<file path="config.mk">
export PLATFORM = sky130hd
export DESIGN_NAME = matmul_scheduler
export DESIGN_NICKNAME = d
export VERILOG_FILES = /design/src/rtl/matmul_scheduler.sv
export SDC_FILE = /design/constraint.sdc
export NUM_CORES = 2
export LEC_CHECK = 0
export BUFFER_PORTS_ARGS = -buffer_cell sky130_fd_sc_hd__clkbuf_2
export CAP_MARGIN = 25
export CELL_PAD_IN_SITES_DETAIL_PLACEMENT = 0
export CELL_PAD_IN_SITES_GLOBAL_PLACEMENT = 1
export CORE_ASPECT_RATIO = 1.1
export CORE_MARGIN = 1.5
export CORE_UTILIZATION = 53
export CTS_CLUSTER_SIZE = 12
export DETAILED_ROUTE_END_ITERATION = 10
export PLACE_DENSITY_LB_ADDON = 0.1
export REMOVE_ABC_BUFFERS = 1
export SKIP_LAST_GASP = 1
export SLEW_MARGIN = 0
export SYNTH_ARGS = -nofsm -noshare
export SYNTH_HDL_FRONTEND = slang
export SYNTH_SLANG_ARGS = --single-unit
</file>
<file path="constraint.sdc">
create_clock -name ACLK -period 28 [get_ports ACLK]
set_input_delay 5.6 -clock ACLK [delete_from_list [all_inputs] [get_ports ACLK]]
set_output_delay 5.6 -clock ACLK [all_outputs]
set_load 0.01 [all_outputs]
</file>
<file path="src/rtl/matmul_scheduler.sv">
// Sequences C = A*B over an operand buffer and streams C row-major on an AXI-Stream port.
// Define MATMUL_SCHED_SATURATE_EN to clamp each accumulation instead of wrapping it.
module matmul_scheduler #(
    parameter int DATA_W = 32,
    parameter int DIM_W  = 4,
    parameter int ADDR_W = 8
) (
    input  logic              ACLK,
    input  logic              ARESET,
    input  logic              start,
    input  logic [DIM_W-1:0]  cfg_m,
    input  logic [DIM_W-1:0]  cfg_n,
    input  logic [DIM_W-1:0]  cfg_k,
    output logic              rd_en,
    output logic [ADDR_W-1:0] rd_addr_a,
    output logic [ADDR_W-1:0] rd_addr_b,
    input  logic [DATA_W-1:0] rd_data_a,
    input  logic [DATA_W-1:0] rd_data_b,
    output logic [DATA_W-1:0] m_axis_tdata,
    output logic              m_axis_tvalid,
    input  logic              m_axis_tready,
    output logic              m_axis_tlast,
    output logic              busy,
    output logic              done
);

    typedef enum logic [2:0] {S_IDLE, S_FETCH, S_DRAIN, S_EMIT, S_DONE} state_t;

    state_t r_state, w_next;

    logic [DIM_W-1:0]  r_m, r_n, r_k;
    logic [DIM_W-1:0]  r_i, r_j, r_kk;
    logic [ADDR_W-1:0] r_row_a, r_addr_a, r_addr_b;
    logic              r_vld_p1, r_first_p1;
    logic signed [DATA_W-1:0] r_acc_p2;

    logic w_kk_last, w_i_last, w_j_last, w_zero_cfg;
    logic [ADDR_W-1:0] w_k_ext, w_n_ext;

    assign w_kk_last  = (r_kk == r_k - DIM_W'(1));
    assign w_i_last   = (r_i == r_m - DIM_W'(1));
    assign w_j_last   = (r_j == r_n - DIM_W'(1));
    assign w_zero_cfg = (cfg_m == '0) || (cfg_n == '0) || (cfg_k == '0);
    assign w_k_ext    = ADDR_W'(r_k);
    assign w_n_ext    = ADDR_W'(r_n);

    function automatic logic signed [DATA_W-1:0] f_mac(
        input logic signed [DATA_W-1:0] acc,
        input logic signed [DATA_W-1:0] a,
        input logic signed [DATA_W-1:0] b,
        input logic                     first
    );
`ifdef MATMUL_SCHED_SATURATE_EN
        localparam int W2 = 2 * DATA_W;
        localparam logic signed [W2-1:0] SMAX = {{(DATA_W+1){1'b0}}, {(DATA_W-1){1'b1}}};
        localparam logic signed [W2-1:0] SMIN = {{(DATA_W+1){1'b1}}, {(DATA_W-1){1'b0}}};
        logic signed [W2-1:0] w_sum;
        w_sum = W2'(a) * W2'(b);
        if (!first) w_sum = w_sum + W2'(acc);
        if (w_sum > SMAX)      w_sum = SMAX;
        else if (w_sum < SMIN) w_sum = SMIN;
        return w_sum[DATA_W-1:0];
`else
        logic signed [DATA_W-1:0] w_prod;
        w_prod = a * b;
        return first ? w_prod : acc + w_prod;
`endif
    endfunction

    always_ff @(posedge ACLK) begin
        if (ARESET) r_state <= S_IDLE;
        else        r_state <= w_next;
    end

    always_comb begin
        w_next = r_state;
        case (r_state)
            S_IDLE:  if (start) w_next = w_zero_cfg ? S_DONE : S_FETCH;
            S_FETCH: if (w_kk_last) w_next = S_DRAIN;
            S_DRAIN: w_next = S_EMIT;
            S_EMIT:  if (m_axis_tready) w_next = (w_i_last && w_j_last) ? S_DONE : S_FETCH;
            S_DONE:  w_next = S_IDLE;
            default: w_next = S_IDLE;
        endcase
    end

    always_comb begin
        rd_en         = 1'b0;
        rd_addr_a     = '0;
        rd_addr_b     = '0;
        m_axis_tvalid = 1'b0;
        m_axis_tdata  = '0;
        m_axis_tlast  = 1'b0;
        busy          = (r_state != S_IDLE);
        done          = (r_state == S_DONE);
        if (r_state == S_FETCH) begin
            rd_en     = 1'b1;
            rd_addr_a = r_addr_a;
            rd_addr_b = r_addr_b;
        end
        if (r_state == S_EMIT) begin
            m_axis_tvalid = 1'b1;
            m_axis_tdata  = r_acc_p2;
            m_axis_tlast  = w_i_last && w_j_last;
        end
    end

    // Loop indices and address walkers: A steps by 1, B steps by N, rows of A step by K
    always_ff @(posedge ACLK) begin
        if (ARESET) begin
            r_m      <= '0;
            r_n      <= '0;
            r_k      <= '0;
            r_i      <= '0;
            r_j      <= '0;
            r_kk     <= '0;
            r_row_a  <= '0;
            r_addr_a <= '0;
            r_addr_b <= '0;
        end else begin
            case (r_state)
                S_IDLE: begin
                    if (start) begin
                        r_m      <= cfg_m;
                        r_n      <= cfg_n;
                        r_k      <= cfg_k;
                        r_i      <= '0;
                        r_j      <= '0;
                        r_kk     <= '0;
                        r_row_a  <= '0;
                        r_addr_a <= '0;
                        r_addr_b <= '0;
                    end
                end
                S_FETCH: begin
                    r_kk     <= w_kk_last ? '0 : r_kk + DIM_W'(1);
                    r_addr_a <= r_addr_a + ADDR_W'(1);
                    r_addr_b <= r_addr_b + w_n_ext;
                end
                S_EMIT: begin
                    if (m_axis_tready) begin
                        if (w_j_last) begin
                            r_j      <= '0;
                            r_i      <= r_i + DIM_W'(1);
                            r_row_a  <= r_row_a + w_k_ext;
                            r_addr_a <= r_row_a + w_k_ext;
                            r_addr_b <= '0;
                        end else begin
                            r_j      <= r_j + DIM_W'(1);
                            r_addr_a <= r_row_a;
                            r_addr_b <= ADDR_W'(r_j) + ADDR_W'(1);
                        end
                    end
                end
                default: ;
            endcase
        end
    end

    // Stage p1: operands return one cycle after the read strobe
    always_ff @(posedge ACLK) begin
        if (ARESET) begin
            r_vld_p1   <= 1'b0;
            r_first_p1 <= 1'b0;
        end else begin
            r_vld_p1   <= (r_state == S_FETCH);
            r_first_p1 <= (r_kk == '0);
        end
    end

    // Stage p2: multiply-accumulate; the first term of each element reloads the accumulator
    always_ff @(posedge ACLK) begin
        if (ARESET) r_acc_p2 <= '0;
        else if (r_vld_p1)
            r_acc_p2 <= f_mac(r_acc_p2, $signed(rd_data_a), $signed(rd_data_b), r_first_p1);
    end

endmodule

</file>
Word level (Yosys, flattened, before mapping):

Index checks and enable logic that the tools add are counted.

* muxes and demuxes: 30
* bitwise gates (word level): 0
* multipliers: 1
* order comparisons: 0
* reductions and logical operators: 18
* $add $sub $neg: 11
* divide/modulo/power cells: 0
* shifts and indexed selects: 0
* equal/unequal tests: 11

Operator list (count)
* two-way mux 32 bit: 2
* two-way mux 8 bit: 6
* case mux 8 bit (3 select lines): 2
* adder 32 bit: 1
* multiplier 32 x 32 -> 32 bit: 1
* two-way mux 4 bit: 6
* case mux 4 bit (2 select lines): 3
* adder 8 x 4 -> 8 bit: 2
* zero test 4 bit: 4
* case mux 8 bit (2 select lines): 1
* two-way mux 3 bit: 5
* adder 4 x 1 -> 4 bit, second input constant: 3
* == test 4 bit: 3
* case mux 3 bit (4 select lines): 1
* subtractor 4 x 1 -> 4 bit, second input constant: 3
* AND reduction 3 bit: 3
* adder 8 x 1 -> 8 bit, second input constant: 1
* != test 2 bit, second input constant: 4
* == test 3 x 2 -> 1 bit, second input constant: 2
* nonzero test 3 bit: 2
* adder 4 x 1 -> 5 bit, second input constant: 1
* two-way mux 5 bit: 1
* AND reduction 2 bit: 2
* AND reduction 4 bit: 1
* other kinds (7): 11

* memories kept: 0
* register bits: 85
* output and inout bits: 53
* bits in latches: 0
* input bits: 80
* ROM bits: 0
* memory bits (writable): 0
* logic and storage cells: 84

Longest topological paths before layout:

* depth in word-level cells: 6
* mapped depth: 40
* gate-level depth less buffers: 38

Least setup slack after synthesis:

No wires, ideal clock.

* kind: input to register
* start point: in rd_data_a[12]
* end point: reg r_acc_p2[31]
* library setup time: 0.074 ns
* stages: 32
* required time: 27.926 ns
* setup slack: 14.631 ns
* arrival: 13.295 ns
* buffers on the path: 2
* path through: clkbuf_1 > clkbuf_1 > and2_1 > fa_1 > fa_1 > fa_1 > inv_1 > fa_1 > inv_1 > fa_1 > inv_1 > fa_1 > inv_1 > fa_1 > fa_1 > ha_1 > a2111oi_0 > o21ai_1 > o21a_1 > a221o_1 > nor4_1 > nor2b_1 > a21o_1 > a21oi_1 > xnor2_1 > ha_1 > nor3_1 > o211ai_1 > o22ai_1 > nor4b_1 > a21oi_1 > a31oi_1

* cells in the longest elaborated chain, start to end: 3

RTL lines
* start, declared: line 17 `input logic [DATA_W-1:0] rd_data_a,`
* multiplier 32 x 32 -> 32 bit *: line 65 `w_prod = a * b;`
* adder 32 bit: line 66 `return first ? w_prod : acc + w_prod;`
* two-way mux 32 bit *: line 66
* end signal, assigned: line 175 `r_acc_p2 <= f_mac(r_acc_p2, $signed(rd_data_a), $signed(rd_data_b), r_first_p1);`
* end, declared: line 35 `logic signed [DATA_W-1:0] r_acc_p2;`

Mark *: on every way between the ends. The rest lies on a longest branch, timed or not.
A chain may end at the register's enable or synchronous reset.

Worst setup path in the final report:

* start point: in rd_data_b[2]
* end point: reg r_acc_p2[31]

* cells in the longest elaborated chain, start to end: 3

RTL lines
* start, declared: line 18 `input logic [DATA_W-1:0] rd_data_b,`
* multiplier 32 x 32 -> 32 bit *: line 65
* adder 32 bit: line 66
* two-way mux 32 bit *: line 66

Marked as above.

==> summary by stage <==
Status
The flow ran to the end, and the final reports show no timing, DRC or antenna violations.

Timing
The worst-case setup margin in the final layout is 13900 ps. The max-slew violation total from the final report was 0. The actual slew at the worst max-slew pin is 979 ps.

After routing, the total negative slack on setup checks comes to 0 ps. The max-slew headroom at the worst pin is 34.5%. The post-route fraction of the period consumed by the critical path is 50.4%. Setup repair after global routing left no endpoint under its margin. The routed design could run at a clock period as short as 14100 ps. The count of endpoints failing hold in the final timing report is 0. The setup skew after layout is 8.78 ps. Derived from the worst setup path, the maximum achievable clock frequency is 0.0709 GHz. Setup violations remaining at the end of the flow were counted as 0.

Global route
The first global-routing pass estimated 95600 um of wire. The most utilized layer in the global route result is met2. The largest net degree at the start of global routing is 66. Across every metal layer, demand over resource in global routing totals 28.3%. For this run, global-route usage on met1 was measured as 38.1%. The via count of the first global-routing pass is 18300.

For this run, global-route usage on met2 was measured as 47.9%. The number of antenna violations at the first check in global routing is 0. The overflow left after global routing is 0. The met3 capacity usage during global routing is 3.55%.

Final layout
The register cell area after layout is 1700 um2. The multi-input gate area in the final layout is 18500 um2. The area growth from synthesis to layout is 5.65%. The filler cell count in the final layout is 3859.

In the layout the commonest cells are inv_1, fa_1, and2_1. Leaving out fill and tap cells, the most frequent cell in the layout is inv_1. The proportion of layout cells with a drive suffix above 1 is 6.59%. The net count of the finished layout is 3341.

Drt
The aggregate routed wire length is 58300 um. The average wire per standard cell is 18.1 um. The residual DRC count is 0. The first detailed-routing pass took 5 iterations.

The via density per instance is 5.39. In this run the remaining antenna-violating nets after routing total 0. The number of violations reported at the end of detailed-routing iteration 0 is 914. The number of vias after detailed routing is 17400.

Die
The region available for standard cell placement spans 41500 um2. The die covers 43500 um2. The effective utilization at floorplan is 54.0%. The number of top-level design ports is 133. The placement row count is 78. The floorplan step set the die width to 199 um.

The height of the chip is 219 um.

Synth
Yosys mapped a number of flops with a built-in enable equal to 0. Of the total synthesized cell area, the portion taken by full adders, half adders and majority gates is 47.8%. The most common flop cell mapped by yosys is dfxtp_1.

In this run the cell area of the synthesized design comes to 22400 um2. The xor and xnor area share after synthesis is 5.51%. Counting every instance in the synthesized netlist gives 2626. Of the post-synthesis cell area, the part taken by muxes is 0.313%.

The fraction of registers with async set/reset is 0%. The synthesized netlist devotes 8.57% of its cell area to compound gates. By area, the combinational part of the netlist is dominated by adder cells. The flip-flop and latch count after synthesis is 85.

The fraction of the yosys area taken by sequential cells is 7.60%. The synthesized area per cell is 8.53 um2. The post-synthesis simple-gate area fraction is 20.3%. After synthesis, the netlist uses 69 different library cells. The number of warnings printed during yosys synthesis is 0.

Placed design
Port buffering added 132 buffers. The worst slack at placement is 13540 ps. The congestion estimate from routability-driven global placement came to 0.886. The detailed placer's ending HPWL is 45800 um.

Clock network
Clock tree synthesis found a total of 85 sinks. The clock passes through at most 2 buffers. After clock tree synthesis, the clock-pin slew on the worst setup and hold paths is 70 ps. Buffers inserted to repair hold after CTS numbered 0. The total number of H-tree levels is 3. The TritonCTS clock tree is built. Once the clock tree was built, the setup fixing pass inserted 0 buffers. Clock tree synthesis inserted a total of 9 buffers. The latest clock arrival within the worst-skew pair is 370 ps. Post-CTS repair changed the size of 0 cells. The cell at the root of the clock tree is clkbuf_16.

Critical path
The library cell contributing the largest single delay on the critical path is fa_1. The maximum net fanout on the critical path is 30. The largest stage delay on the critical path is 600 ps. The cell occurring most often along the worst timing path is fa_1.

The critical path data required time is 28290 ps. For the worst setup path, the data arrival time is 14390 ps. STA classifies the critical path endpoint as a flop.

The worst setup path is of the primary input to flop kind. The worst setup path is launched from a primary input.

Flow run
The tool flagged a number of max-cap violations equal to 0.

Min path
The path class of the lowest-slack min-delay path is flop to flop.
## cell type report
type                       count  share of cell area (%)
timing repair buffer         141                    3.07
multi-input combinational   1955                    78.2
tap                          560                    2.96
clock inverter                 6                   0.323
clock buffer                  10                   0.968
sequential                    85                    7.20
antenna                        1                  0.0106
inverter                     459                    7.28
## cell usage after synthesis, types with 6 or more instances
master      n  share of area [%]
inv_1     459                7.7
xnor2_1   109                4.3
o21bai_1    9               0.30
nor4_1      8               0.22
and2_1    371                 10
a21oi_1    92                2.1
nand2b_1   14               0.39
nor2_1    108                1.8
nand3_1    19               0.42
mux2i_1     7               0.31
xor2_1     32                1.3
nor2b_1    10               0.28
dfxtp_1    85                7.6
o21a_1     10               0.34
and3_1      8               0.22
nor3_1     23               0.51
o211ai_1   15               0.50
nand2_1   307                5.1
a21o_1     23               0.77
fa_1      411                 37
nand4_1     6               0.17
a31oi_1    14               0.39
a211oi_1   10               0.34
clkbuf_1  122                2.0
o21ai_0    68                1.5
ha_1      199                 11
## sequential cells by signal, summed over array words and instances (netlist names)
name        flops
r_acc_p2       32
r_addr_a        8
r_addr_b        8
r_row_a         8
r_i             4
r_j             4
r_k             4
r_kk            4
r_m             4
r_n             4
r_state         3
r_first_p1      1
r_vld_p1        1
## cell families after synthesis
logic type               count (synthesis)
AND/OR/NAND/NOR                        897
multiplexers                             7
buffers and inverters                  586
flip-flops                              85
adder cells (fa/ha/maj)                610
AO/OA/AOI/OAI                          300
XOR/XNOR                               141
## layer usage
metal / wire length (um) / share of wire, %
met3: 3290 / 5.6
met4: 1480 / 2.5
met1: 25900 / 44
met2: 27600 / 47
met5: 0 / 0
## per-stage QoR
step / instance area, um2 / std cells / util (%) / hold slack (ps)
2_1_floorplan: 21900 / 2499 / - / 431
3_3_place_gp: 23300 / 3198 / 56.3 / 448
3_5_place_dp: 23400 / 3200 / 56.3 / 462
4_1_cts: 23700 / 3216 / 57.0 / 472
5_1_grt: 23700 / 3216 / 57.0 / 509
6_report: 23700 / 3217 / 57.1 / 471
## worst max-delay path, delay by kind of cell
kind | cells | cell delay (ps)
adders and majority gates | 10 | 4580
AOI/OAI and AO/OA | 10 | 1960
and+or+nand+nor | 5 | 1500
buffers and inverters | 3 | 580
xor gates and xnor gates | 1 | 150
## final timing paths
check / startpoint / to / slack (ps) / cells after the start
hold reg to reg: r_m[3]$_SDFFE_PP0P_ / r_m[3]$_SDFFE_PP0P_ / 470 / 2
setup reg to reg: r_acc_p2[0]$_SDFFE_PP0P_ / r_acc_p2[26]$_SDFFE_PP0P_ / 24410 / 13
hold / removal: r_m[3]$_SDFFE_PP0P_ / r_m[3]$_SDFFE_PP0P_ / 470 / 2
setup / recovery: rd_data_b[2] / r_acc_p2[31]$_SDFFE_PP0P_ / 13900 / 29
Power is not shown: default switching activity piles up to over one toggle a cycle in this logic, so the estimate is an artifact.
